[src/rtl/ori_bus_pkg.sv]
// Shared types for the Orion 8080-style bus master: cycle codes, status bytes, FSM states.
// Status bit map follows the 8080: D7 MEMR, D6 INP, D5 M1, D4 OUT, D1 WO_n.
package ori_bus_pkg;

  typedef enum logic [2:0] {
    CYC_FETCH = 3'd0,
    CYC_MEMRD = 3'd1,
    CYC_MEMWR = 3'd2,
    CYC_IORD  = 3'd3,
    CYC_IOWR  = 3'd4
  } cyc_t;

  localparam logic [7:0] ST_FETCH = 8'hA2;
  localparam logic [7:0] ST_MEMRD = 8'h82;
  localparam logic [7:0] ST_MEMWR = 8'h00;
  localparam logic [7:0] ST_IORD  = 8'h42;
  localparam logic [7:0] ST_IOWR  = 8'h10;

  typedef enum logic [2:0] {
    S_IDLE = 3'd0,
    S_T1   = 3'd1,
    S_T2   = 3'd2,
    S_TW   = 3'd3,
    S_T3   = 3'd4
  } state_t;

  // Reserved request codes fall back to a plain memory read.
  function automatic cyc_t decode_type(input logic [2:0] t);
    case (t)
      3'd0:    return CYC_FETCH;
      3'd2:    return CYC_MEMWR;
      3'd3:    return CYC_IORD;
      3'd4:    return CYC_IOWR;
      default: return CYC_MEMRD;
    endcase
  endfunction

  function automatic logic [7:0] status_of(input cyc_t c);
    case (c)
      CYC_FETCH: return ST_FETCH;
      CYC_MEMWR: return ST_MEMWR;
      CYC_IORD:  return ST_IORD;
      CYC_IOWR:  return ST_IOWR;
      default:   return ST_MEMRD;
    endcase
  endfunction

  function automatic logic is_write(input cyc_t c);
    return (c == CYC_MEMWR) || (c == CYC_IOWR);
  endfunction

endpackage

[src/rtl/ori_phase_gen.sv]
// Free-running T-state phase counter; f1 pulses while the count is 0, f2 while it is T_DIV/2.
// Both pulses are registered, so they are glitch-free single-clock strobes.
module ori_phase_gen #(
  parameter int T_DIV = 4
) (
  input  logic clk_i,
  input  logic rst_i,
  output logic f1,
  output logic f2
);

  localparam int CW = $clog2(T_DIV);

  logic [CW-1:0] cnt;

  // Pulses are decoded one count early so they line up with the count they name.
  always_ff @(posedge clk_i or posedge rst_i) begin
    if (rst_i) begin
      cnt <= '0;
      f1  <= 1'b0;
      f2  <= 1'b0;
    end else begin
      cnt <= (cnt == CW'(T_DIV - 1)) ? '0 : cnt + 1'b1;
      f1  <= (cnt == CW'(T_DIV - 1));
      f2  <= (cnt == CW'(T_DIV / 2 - 1));
    end
  end

endmodule

[src/rtl/ori_bus_master.sv]
// 8080-style bus cycle generator: one request becomes T1/T2/(TW)/T3 with SYNC, DBIN and WR_n.
// Requests are taken only on f1 in IDLE or at the end of T3, allowing back-to-back cycles.
module ori_bus_master
  import ori_bus_pkg::*;
#(
  parameter int T_DIV  = 4,
  parameter int ADDR_W = 16
) (
  input  logic              clk_i,
  input  logic              rst_i,
  input  logic              req_valid_i,
  output logic              req_ready_o,
  input  logic [2:0]        req_type_i,
  input  logic [ADDR_W-1:0] req_addr_i,
  input  logic [7:0]        req_wdata_i,
  output logic [7:0]        rdata_o,
  output logic              rdata_valid_o,
  output logic              cpu_f1_o,
  output logic              cpu_f2_o,
  output logic              cpu_sync_o,
  output logic              cpu_dbin_o,
  output logic              cpu_wr_n_o,
  input  logic              cpu_ready_i,
  output logic [ADDR_W-1:0] cpu_addr_o,
  output logic [7:0]        cpu_data_o,
  output logic              cpu_data_oe_o,
  input  logic [7:0]        cpu_data_i
);

  logic f1, f2;
  state_t state, state_nxt;
  cyc_t cyc;
  logic [7:0] wdata_q;
  logic ready_q, accept, is_rd, to_t3;
  logic sync_d, dbin_d, wr_n_d, oe_d, rvld_d;
  logic [7:0] data_d, rdata_d;
  logic [ADDR_W-1:0] addr_d;

  ori_phase_gen #(.T_DIV(T_DIV)) u_phase (
    .clk_i (clk_i),
    .rst_i (rst_i),
    .f1    (f1),
    .f2    (f2)
  );

  assign cpu_f1_o    = f1;
  assign cpu_f2_o    = f2;
  assign req_ready_o = f1 && (state == S_IDLE || state == S_T3);
  assign accept      = req_valid_i && req_ready_o;
  assign is_rd       = !is_write(cyc);
  assign to_t3       = (state_nxt == S_T3) && (state != S_T3);

  always_ff @(posedge clk_i or posedge rst_i) begin
    if (rst_i) begin
      state   <= S_IDLE;
      cyc     <= CYC_FETCH;
      wdata_q <= 8'h00;
      ready_q <= 1'b0;
    end else begin
      state <= state_nxt;
      if (accept) begin
        cyc     <= decode_type(req_type_i);
        wdata_q <= req_wdata_i;
      end
      if (f2 && (state == S_T2 || state == S_TW))
        ready_q <= cpu_ready_i;
    end
  end

  always_comb begin
    state_nxt = state;
    if (f1) begin
      case (state)
        S_IDLE:  if (accept) state_nxt = S_T1;
        S_T1:    state_nxt = S_T2;
        S_T2:    state_nxt = ready_q ? S_T3 : S_TW;
        S_TW:    if (ready_q) state_nxt = S_T3;
        S_T3:    state_nxt = accept ? S_T1 : S_IDLE;
        default: state_nxt = S_IDLE;
      endcase
    end
  end

  always_comb begin
    sync_d  = cpu_sync_o;
    dbin_d  = cpu_dbin_o;
    wr_n_d  = cpu_wr_n_o;
    oe_d    = cpu_data_oe_o;
    data_d  = cpu_data_o;
    addr_d  = cpu_addr_o;
    rdata_d = rdata_o;
    rvld_d  = 1'b0;
    if (accept)
      addr_d = req_addr_i;
    if (f2) begin
      case (state)
        S_T1: begin
          sync_d = 1'b1;
          data_d = status_of(cyc);
          oe_d   = 1'b1;
        end
        S_T2: begin
          sync_d = 1'b0;
          if (is_rd) begin
            oe_d   = 1'b0;
            dbin_d = 1'b1;
          end else begin
            data_d = wdata_q;
          end
        end
        S_T3: if (is_rd) begin
          rdata_d = cpu_data_i;
          rvld_d  = 1'b1;
          dbin_d  = 1'b0;
        end
        default: ;
      endcase
    end
    // Write strobe spans exactly T3: dropped on entry, released on the exit f1.
    if (f1) begin
      if (to_t3 && !is_rd)
        wr_n_d = 1'b0;
      if (state == S_T3) begin
        wr_n_d = 1'b1;
        oe_d   = 1'b0;
      end
    end
  end

  always_ff @(posedge clk_i or posedge rst_i) begin
    if (rst_i) begin
      cpu_sync_o    <= 1'b0;
      cpu_dbin_o    <= 1'b0;
      cpu_wr_n_o    <= 1'b1;
      cpu_data_oe_o <= 1'b0;
      cpu_data_o    <= 8'h00;
      cpu_addr_o    <= '0;
      rdata_o       <= 8'h00;
      rdata_valid_o <= 1'b0;
    end else begin
      cpu_sync_o    <= sync_d;
      cpu_dbin_o    <= dbin_d;
      cpu_wr_n_o    <= wr_n_d;
      cpu_data_oe_o <= oe_d;
      cpu_data_o    <= data_d;
      cpu_addr_o    <= addr_d;
      rdata_o       <= rdata_d;
      rdata_valid_o <= rvld_d;
    end
  end

endmodule
[config.mk]
export PLATFORM = sky130hd
export DESIGN_NAME = ori_bus_master
export DESIGN_NICKNAME = d
export VERILOG_FILES = /design/src/rtl/ori_bus_pkg.sv /design/src/rtl/ori_phase_gen.sv /design/src/rtl/ori_bus_master.sv
export SDC_FILE = /design/constraint.sdc
export NUM_CORES = 1
export LEC_CHECK = 0
export ABC_CLOCK_PERIOD_IN_PS = 4700
export BUFFER_PORTS_ARGS = -buffer_cell sky130_fd_sc_hd__buf_2
export CELL_PAD_IN_SITES_DETAIL_PLACEMENT = 0
export CELL_PAD_IN_SITES_GLOBAL_PLACEMENT = 1
export CORE_MARGIN = 2
export CORE_UTILIZATION = 42
export CTS_CLUSTER_DIAMETER = 80
export DETAILED_ROUTE_END_ITERATION = 10
export HOLD_SLACK_MARGIN = 0.12
export PLACE_DENSITY_LB_ADDON = 0.05
export REMOVE_ABC_BUFFERS = 1
export SYNTH_ARGS = -nofsm -noshare
export SYNTH_HDL_FRONTEND = slang
export SYNTH_SLANG_ARGS = --single-unit
[constraint.sdc]
create_clock -name clk_i -period 4.7 [get_ports clk_i]
set_input_delay 0.47 -clock clk_i [delete_from_list [all_inputs] [get_ports clk_i]]
set_output_delay 0.47 -clock clk_i [all_outputs]
set_load 0.01 [all_outputs]
==> results by group, run 1 <==
CTS
  – H-tree Lvls: 2
  – Sink Count: 56
  – Clock latency on the worst-skew pair: around 300 ps
  – Bufs on Longest Clock Path: 2
  – Root buffer cell: clkbuf_8
  – Post-CTS sizing: 0
  – CTS clk-pin slew, worst paths: about 90 ps
  – Post-CTS Setup Bufs: 0
  – CTS Buf Count: 5
  – Hold Buf Count CTS: 0
  – CTS tree: done

Timing
  – Fin. Hold Viols: 0
  – Max-slew violation count: 0
  – Actual slew at the worst max-slew pin: between 800 and 900 ps
  – Worst slew margin: 41.7%
  – Max Fclk: around 420 MHz
  – Tcrit/Tclk final: 50.2%
  – # setup viols final: 0
  – Unrepaired setup endpoints after global routing: false
  – Skew final: approximately 6 ps
  – Final min period: 2360 ps
  – Setup_tns: 0 ps

Yosys
  – Seq cells post-synth: between 50 and 60
  – Post-Syn Area: about 2300 um^2
  – Cells after Synth: 177
  – Distinct cells, synth: 32
  – Post-synthesis sequential area ratio: 60.4%
  – FFs w/ async S/R, synth: 100%
  – Synth Flop Type: dfrtp_1
  – Avg Synthesized Cell Area: 13.1 um^2
  – Synth warn: 0
  – Number of flops mapped to enable cells by yosys: 0

Global route
  – Total gr overflow: 0
  – All-Layer GR Usage: about 14%
  – Initial antenna violation count: 0
  – Global-route wire length before repair: 7.03 mm
  – Vias in the first global route: roughly 1.5k
  – Largest net degree at the start of global routing: 57

Cells and area
  – Most frequent cells in the layout: 78 x buf_2, 55 x dfrtp_1, 33 x mux2_2, 13 x nor2_1, 10 x inv_1
  – Number of antenna cells inserted: 0
  – Fin nets: just under 300
  – Final Cell Area: 2860 um^2
  – Final Util: a little over half
  – Fraction of layout cells with a size suffix above 1: 49.2%
  – Commonest non-fill, non-tap cell in the layout: buf_2
  – Area growth syn-to-layout: 23.4%

Floorplan
  – Die H: 78.3 um
  – DIE WIDTH: roughly 78 um
  – Initial Util: a little over two fifths
  – DIE AREA: between 6000 and 7000 um^2
  – # rows: 27
  – # IOs: 79
  – Core area: around 5400 um^2

Detailed routing
  – Detailed Route WL: between 4 and 5 mm
  – Pre-antenna DRT Iters: 3
  – Remaining DRCs: 0
  – Post-DR wirelength/cell: between 10 and 15 um
  – Via count: 1600
  – Drt first-iter violations: 53
  – Antenna viol nets, final: 0
  – Routed vias/inst: 4.85

Place
  – GPL Wtd Cong: 0.769
  – Port buffer count: 78
  – Cell Area, Placed: about 2800 um^2
  – Dpl hpwl: approximately 3.1 mm

Setup path
  – Worst-path maximum fanout: 19
  – CP arrival: around 2600 ps
  – CP max stage delay: between 700 and 800 ps
  – Critical path startpoint category: flop
  – Endpoint type of the worst setup path: flop
  – CP delay by family, top: simple AND/OR/NAND/NOR gates
  – Worst-path cell chain: nor2_1, and3_1, buf_4, mux2_2
  – Data required, critical path: just under 5000 ps
  – CP Buf/Inv Count: 1
  – Kind of critical path: flop to flop
  – Crit-path slowest cell: and3_1

Status
  – Status: finished, final reports clean

Worst hold path
  – Worst hold path type: input pin to asynchronous set/reset pin

Power and ir drop
  – Pwr dens: about 550 nW/um^2
  – Max IR drop VDD: 239 uV
  – Final Power: 1.59 mW
  – P_leak: 1.37 nW

Flow run
  – Max_cap viols: 0
[cells in the mapped netlist (2+ instances only)]
cell | n | area [um^2]
buf_2 | 3 | 15.0
dfrtp_1 | 55 | 1380
ha_1 | 2 | 25.0
nor2b_1 | 4 | 25.0
nand2b_1 | 3 | 18.8
o21ai_0 | 7 | 35.0
buf_4 | 3 | 22.5
a32o_1 | 2 | 20.0
nand3_1 | 2 | 10.0
a221oi_1 | 3 | 26.3
nor2_1 | 13 | 48.8
a22o_1 | 3 | 26.3
mux2_2 | 33 | 372
a211oi_1 | 5 | 37.5
a21oi_1 | 8 | 40.0
inv_1 | 11 | 41.3
nand2_1 | 5 | 18.8
[area by class of cell]
cell class | instances | area [um^2]
clock buffers | 8 | 90.1
fillers | 504 | 2540
multi-input cells | 103 | 835
flip-flops and latches | 56 | 1400
repair buffers | 80 | 405
inverters | 11 | 41.3
well taps | 72 | 90.1
[worst register-to-register path, cell delays in order (launching register included)]
cell,delay (ps)
dfrtp_1,500
nor2_1,290
and3_1,790
buf_4,330
mux2_2,350
[kinds of logic (layout without fill, tap and decap cells)]
family | count (synthesis) | after routing | share of synthesized area, %
flops | 56 | 56 | 60.4
simple gates | 34 | 34 | 8.25
compound gates | 33 | 33 | 10.2
mux | 33 | 33 | 16.0
buf+inv | 18 | 99 | 3.61
fa+ha+maj | 2 | 2 | 1.08
xor+xnor | 1 | 1 | 0.377
[worst paths after layout]
path,start,end,slack [ps],depth (start not counted)
worst max-delay path,state[0]$_DFF_PP0_,wdata_q[5]$_DFFE_PP0P_,2340,4
worst min-delay path,rst_i,cpu_addr_o[14]$_DFFE_PP0P_,340,3
worst max register to register,state[0]$_DFF_PP0_,wdata_q[5]$_DFFE_PP0P_,2340,4
worst min register to register,u_phase.cnt[0]$_DFF_PP0_,u_phase.cnt[0]$_DFF_PP0_,480,1
max in group asynchronous,rst_i,rdata_o[7]$_DFFE_PP0P_,3890,3
min in group clk_i,req_addr_i[3],cpu_addr_o[3]$_DFFE_PP0P_,390,2
[state kept, by name, indices dropped and copies added, names as in the netlist]
name,cells
state,3
cpu_addr_o,16
rdata_valid_o,1
wdata_q,8
cpu_data_oe_o,1
cyc,3
cpu_wr_n_o,1
u_phase.f2,1
u_phase.f1,1
ready_q,1
rdata_o,8
cpu_dbin_o,1
cpu_sync_o,1
cpu_data_o,8
u_phase.cnt,2
[power by group]
group,internal (mW),switching [mW]
clock,0.121,0.142
combinational,0.271,0.245
sequential,0.683,0.126
[metrics by stage]
stage          hold WS (ps)  setup WS (ps)  cells
2_1_floorplan           429           2690    170
3_3_place_gp            451           2350    322
3_5_place_dp            464           2320    322
4_1_cts                 372           2300    330
5_1_grt                 378           2150    330
6_report                341           2340    330
[routing by layer]
| layer | up-vias | GRT usage, % | routed length [um] |
|---|---|---|---|
| met2 | 40 | 23.0 | 2110 |
| met5 | - | 0 | 0 |
| met1 | 778 | 19.8 | 1970 |
| met4 | 0 | 4.21 | 44 |
| li1 | 777 | - | - |
| met3 | 5 | 3.56 | 211 |
(Power assumes the default switching activity.)
==> run 2, diff against run 1 <==
ABC_CLOCK_PERIOD_IN_PS = 2100   (was 4700)
CORE_UTILIZATION = 35   (was 42)
clock period = 2.1 ns   (was 4.7 ns; I/O delays follow)
==> run 2 against run 1 <==
  * Worst hold slack worse by 210 ps
  * Non-clock buffer count is 16 higher
  * Clock power is 130% higher
  * Power is 130% higher
  * Critical endpoint is now cpu_addr_o[11]$_DFFE_PP0P_
==> results by group, run 2 (same netlist as run 1, synthesis figures left out) <==
Floorplan
  – # rows: 29
  – DIE AREA: around 7300 um^2
  – Initial Util: a little over a third
  – # IOs: 79
  – Core area: roughly 6400 um^2
  – DIE WIDTH: about 85 um
  – Die H: 85.4 um

Setup path
  – Critical path launch point: state[0]$_DFF_PP0_
  – Crit-path slowest cell: dfrtp_1
  – CP arrival: ~1900 ps
  – Worst-path maximum fanout: 30
  – CP delay by family, top: simple AND/OR/NAND/NOR gates
  – Worst-path cell chain: nor2_1, and3_1, buf_12, mux2_2
  – Data required, critical path: 2300 ps
  – Endpoint type of the worst setup path: flop
  – CP Buf/Inv Count: 1
  – Critical path startpoint category: flop
  – RR Startpoint: state[0]$_DFF_PP0_
  – Kind of critical path: flop to flop
  – CP max stage delay: roughly 500 ps

Status
  – Status: finished, final reports clean

Worst hold path
  – Worst hold path type: input pin to flop
  – Hold Startpoint: req_addr_i[12]

Detailed routing
  – Remaining DRCs: 0
  – Routed vias/inst: approximately 4.8
  – Via count: approximately 1.7k
  – Detailed Route WL: approximately 4.8 mm
  – Drt first-iter violations: 68
  – Antenna viol nets, final: 0
  – Pre-antenna DRT Iters: 4
  – Post-DR wirelength/cell: between 10 and 15 um

CTS
  – Post-CTS sizing: 0
  – Sink Count: 56
  – Hold Buf Count CTS: 2
  – Post-CTS Setup Bufs: 0
  – CTS clk-pin slew, worst paths: 100 ps
  – CTS tree: done
  – CTS Buf Count: 5
  – H-tree Lvls: 2
  – Clock latency on the worst-skew pair: 300 ps
  – Root buffer cell: clkbuf_8
  – Bufs on Longest Clock Path: 2

Place
  – Dpl ws: 398 ps
  – Port buffer count: around 80
  – Placed Cells: 331
  – Dpl hpwl: between 3 and 4 mm
  – GPL Wtd Cong: approximately 0.74

Cells and area
  – Number of antenna cells inserted: 0
  – Post-route insts no fill: approximately 350
  – Area growth syn-to-layout: 30.7%
  – Commonest non-fill, non-tap cell in the layout: buf_2
  – Max reg flops: 16
  – Fin nets: between 300 and 400
  – Fraction of layout cells with a size suffix above 1: 47.8%
  – Final Util: 47.5%
  – Area occupied by multi-input gates: 835 um^2
  – Storage cell area: 1400 um^2
  – Top reg by flops: cpu_addr_o
  – Most frequent cells in the layout: 78 x buf_2, 55 x dfrtp_1, 33 x mux2_2, 13 x nor2_1, 12 x dlygate4sd3_1
  – Number of fill cells in the layout: between 600 and 700

Timing
  – Hold slack final: ~130 ps
  – Skew final: between 5 and 6 ps
  – Worst slew margin: between 70% and 80%
  – Unrepaired setup endpoints after global routing: false
  – Final Worst Setup Slack: approximately 390 ps
  – Setup_tns: 0 ps
  – Max-slew violation count: 0
  – # setup viols final: 0
  – Tcrit/Tclk final: approximately four fifths
  – Final min period: between 1500 and 2000 ps
  – Actual slew at the worst max-slew pin: about 390 ps
  – Max Fclk: 584 MHz
  – Fin. Hold Viols: 0

Global route
  – Vias in the first global route: roughly 1.6k
  – Total gr overflow: 0
  – All-Layer GR Usage: 13.4%
  – Global-route wire length before repair: 7.71 mm
  – Initial antenna violation count: 0
  – Largest net degree at the start of global routing: 31

Power and ir drop
  – Sequential share of power: about 50%
  – Pwr dens: roughly 1200 nW/um^2
  – P_leak: between 1 and 1.5 nW
  – Sw frac: approximately 33%
  – Int Power: between 2 and 2.5 mW
  – Net Switching: 1.18 mW
  – Part of the power in combinational logic: approximately a third
  – Clk pwr share: between 10% and 20%
  – Max IR drop VDD: ~510 uV

Flow run
  – Max_cap viols: 0
[run 2: cell types whose count changed in the layout (fill, tap and decap cells not counted)]
cell           change
buf_4              +3
dlygate4sd3_1     +12
buf_12             +1
[run 2: final timing paths]
kind,end,slack (ps),cells past startpoint
setup reg to reg,cpu_addr_o[11]$_DFFE_PP0P_,390,4
hold reg to reg,u_phase.cnt[0]$_DFF_PP0_,460,1
hold / removal,cpu_addr_o[12]$_DFFE_PP0P_,130,2
min in group asynchronous,cpu_addr_o[8]$_DFFE_PP0P_,410,3
setup / recovery,cpu_addr_o[11]$_DFFE_PP0P_,390,4
max in group asynchronous,cpu_data_o[5]$_DFFE_PP0P_,1080,4
[run 2: metal layers]
metal	GRT usage (%)	part of all wire [%]	vias to the layer above
met5	0	0	-
met1	17.9	44	812
met2	20.4	47	53
met4	3.90	1.8	0
li1	-	-	813
met3	4.96	6.9	8
[run 2: area by class of cell]
type / count / share of cell area, %
clock buffers: 8 / 2.97
inverters: 11 / 1.36
multi-input cells: 103 / 27.5
flip-flops and latches: 56 / 46.2
well taps: 77 / 3.18
repair buffers: 96 / 18.7
[run 2: power by group through the flow]
stage          combinational [mW]  sequential [mW]  clock (mW)
2_1_floorplan               0.573             1.95           0
3_3_place_gp                 1.18             1.84           0
3_5_place_dp                 1.19             1.84           0
4_1_cts                      1.20             1.82       0.627
5_1_grt                      1.33             1.88       0.673
6_report                     1.19             1.81       0.607
[run 2: per-stage QoR]
stage	instance area, um^2	power, mW
2_1_floorplan	2280	2.52
3_5_place_dp	2820	3.03
6_report	3030	3.61
3_3_place_gp	2820	3.02
5_1_grt	3030	3.88
4_1_cts	2930	3.65
==> run 3, diff against run 2 <==
ABC_AREA = 1   (was unset)
ABC_CLOCK_PERIOD_IN_PS = 1400   (was 2100)
CORE_UTILIZATION = 33   (was 35)
clock period = 1.4 ns   (was 2.1 ns; I/O delays follow)
==> run 3 against run 2 <==
  * Combinational power up 71%
  * Clock skew up 2.9 ps
  * Utilization up 0.44 points
  * Sequential power up 49%
  * Register-to-register slack worse by 290 ps
  * Critical path type is now flop to primary output
  * Via count up 21%
  * Routed wire length up 12%
  * Highest routed layer unchanged
==> results by group, run 3 <==
CTS
  – Sink Count: 56
  – CTS clk-pin slew, worst paths: about 90 ps
  – Clock latency on the worst-skew pair: slightly above 300 ps
  – CTS tree: done
  – CTS Buf Count: 5
  – Root buffer cell: clkbuf_8
  – Bufs on Longest Clock Path: 2
  – H-tree Lvls: 2

Global route
  – All-Layer GR Usage: around 15%
  – Met1 Use GR: roughly a fifth
  – Largest net degree at the start of global routing: 28
  – Initial antenna violation count: 0
  – Met2 usage: between 20% and 30%
  – Vias in the first global route: 1964
  – Global-route wire length before repair: between 9 and 10 mm
  – Total gr overflow: 0
  – Top Usage Layer GRT: met2
  – GRT met3 Usage: under 10%

Cells and area
  – Number of fill cells in the layout: approximately 750
  – Top reg by flops: cpu_addr_o
  – Max reg flops: 16
  – Number of antenna cells inserted: 0
  – Area growth syn-to-layout: 43.1%
  – Final Cell Area: 3420 um^2
  – Storage cell area: approximately 1400 um^2
  – Final Util: 47.9%
  – Commonest non-fill, non-tap cell in the layout: nand2_1
  – Fin nets: about 430
  – Most frequent cells in the layout: 138 x nand2_1, 78 x buf_2, 54 x dfrtp_1, 36 x dlygate4sd3_1, 15 x inv_1
  – Area occupied by multi-input gates: ~850 um^2
  – Fraction of layout cells with a size suffix above 1: between 20 and 30%

Yosys
  – Post-synthesis sequential area ratio: between 50% and 60%
  – Number of flops mapped to enable cells by yosys: 0
  – Post-Syn Area: approximately 2400 um^2
  – Cells after Synth: 269
  – Synth warn: 0
  – Yosys top cell by area: dfrtp_1
  – FFs w/ async S/R, synth: 100%
  – Count leader, synth: nand2_1
  – Distinct cells, synth: 21
  – Synth Flop Type: dfrtp_1
  – Avg Synthesized Cell Area: roughly 8.9 um^2
  – Seq cells post-synth: 56
  – Main area contributors after synthesis: dfrtp_1 58%, nand2_1 22%, inv_1 2.7%, nand3_1 2.3%, o21ai_0 1.7%
  – Area share of the largest cell type after synthesis: 57.6%
  – Top cells by count, synth: 139 x nand2_1, 55 x dfrtp_1, 17 x inv_1

Timing
  – # setup viols final: 0
  – Skew final: around 8.2 ps
  – Tcrit/Tclk final: a little over nine tenths
  – Max Fclk: ~760 MHz
  – Final min period: around 1300 ps
  – Setup_tns: 0 ps
  – Actual slew at the worst max-slew pin: 365 ps
  – Fin. Hold Viols: 0
  – Worst slew margin: 75.6%
  – Max-slew violation count: 0

Setup path
  – Worst-path maximum fanout: 6
  – Kind of critical path: flop to primary output
  – Endpoint type of the worst setup path: primary output
  – CP arrival: between 1000 and 1500 ps
  – Data required, critical path: approximately 1300 ps
  – Critical path startpoint category: flop

Floorplan
  – DIE WIDTH: ~90 um
  – Die H: 89.1 um
  – Core area: ~7100 um^2
  – # IOs: 79
  – # rows: 31
  – Initial Util: between 30% and 40%
  – DIE AREA: ~8000 um^2

Detailed routing
  – Via count: 2043
  – Antenna viol nets, final: 0
  – Post-DR wirelength/cell: 10.9 um
  – Drt first-iter violations: a little over 50
  – Routed vias/inst: 4.14
  – Detailed Route WL: around 5.4 mm
  – Pre-antenna DRT Iters: 4
  – Remaining DRCs: 0

Flow run
  – Max_cap viols: 0

Power and ir drop
  – Int Power: approximately 3.7 mW
  – P_leak: ~1.9 nW
  – Sequential share of power: 46.7%
  – Net Switching: a little over 2 mW
  – Part of the power in combinational logic: approximately a third
  – Max IR drop VDD: roughly 700 uV
  – Sw frac: between 30% and 40%
  – Clk pwr share: approximately 18%
  – Pwr dens: approximately 1700 nW/um^2

Place
  – Port buffer count: 78
  – GPL Wtd Cong: 0.741
  – Dpl hpwl: about 3.8 mm
  – Cell Area, Placed: 2940 um^2

Worst hold path
  – Worst hold path type: input pin to flop

Status
  – Status: finished, final reports clean
==> run 3: area by class of cell <==
class / instances / share of cell area, %
inverter: 22 / 2.71
tap: 99 / 3.62
clock inverter: 2 / 1.02
timing repair buffer: 123 / 24.7
clock buffer: 6 / 2.12
sequential: 56 / 41.0
multi-input combinational: 185 / 24.8
==> run 3: final timing paths <==
kind,depth (start not counted),end,slack [ps],startpoint
hold reg to reg,2,cpu_addr_o[2]$_DFFE_PP0P_,470,cpu_addr_o[2]$_DFFE_PP0P_
min in group asynchronous,3,rdata_o[0]$_DFFE_PP0P_,340,rst_i
max in group asynchronous,4,state[0]$_DFF_PP0_,490,rst_i
hold / removal,4,cyc[2]$_DFFE_PP0P_,140,req_type_i[0]
setup / recovery,4,req_ready_o,80,state[0]$_DFF_PP0_
setup reg to reg,6,wdata_q[2]$_DFFE_PP0P_,100,state[0]$_DFF_PP0_
==> run 3: through the flow <==
| step | std cells | hold slack [ps] | power, mW | setup slack (ps) |
|---|---|---|---|---|
| 6_report | 493 | 135 | 5.77 | 77.8 |
| 2_1_floorplan | 263 | 250 | 3.87 | -110 |
| 5_1_grt | 493 | 149 | 6.28 | -10.3 |
| 4_1_cts | 492 | 127 | 5.84 | 5.06 |
| 3_5_place_dp | 448 | 141 | 4.69 | 82.7 |
| 3_3_place_gp | 448 | 136 | 4.67 | 74.3 |
==> run 3: power by group through the flow <==
stage          logic [mW]  clock network, mW  registers (mW)
6_report             2.03               1.04            2.70
5_1_grt              2.34               1.16            2.78
4_1_cts              2.05               1.09            2.70
3_5_place_dp         1.96                  0            2.72
3_3_place_gp         1.95                  0            2.72
2_1_floorplan       0.934                  0            2.93
==> run 3: worst max-delay path: stages, from the launching register on <==
cell	delay, ps
dfrtp_2	460
nor2_1	130
nand2_2	90
inv_2	70
buf_2	120
==> run 3: kinds of logic after synthesis <==
kind of cell	synth area share [%]
compound gates	2.51
fa+ha+maj	1.05
buf+inv	5.91
flops	58.7
simple gates	31.9
==> run 3: timing repair <==
item,in CTS,in global routing
hold buffers,36,0
setup endpoints to repair,0,30
setup buffers,0,1
hold endpoints to repair,49,0
resized for setup,0,5
==> run 3: metal layers <==
| layer | part of all wire (%) | vias to the layer above |
|---|---|---|
| met5 | 0 | - |
| met4 | 1.8 | 0 |
| met3 | 5.5 | 8 |
| met2 | 46 | 54 |
| met1 | 47 | 894 |
| li1 | - | 1087 |
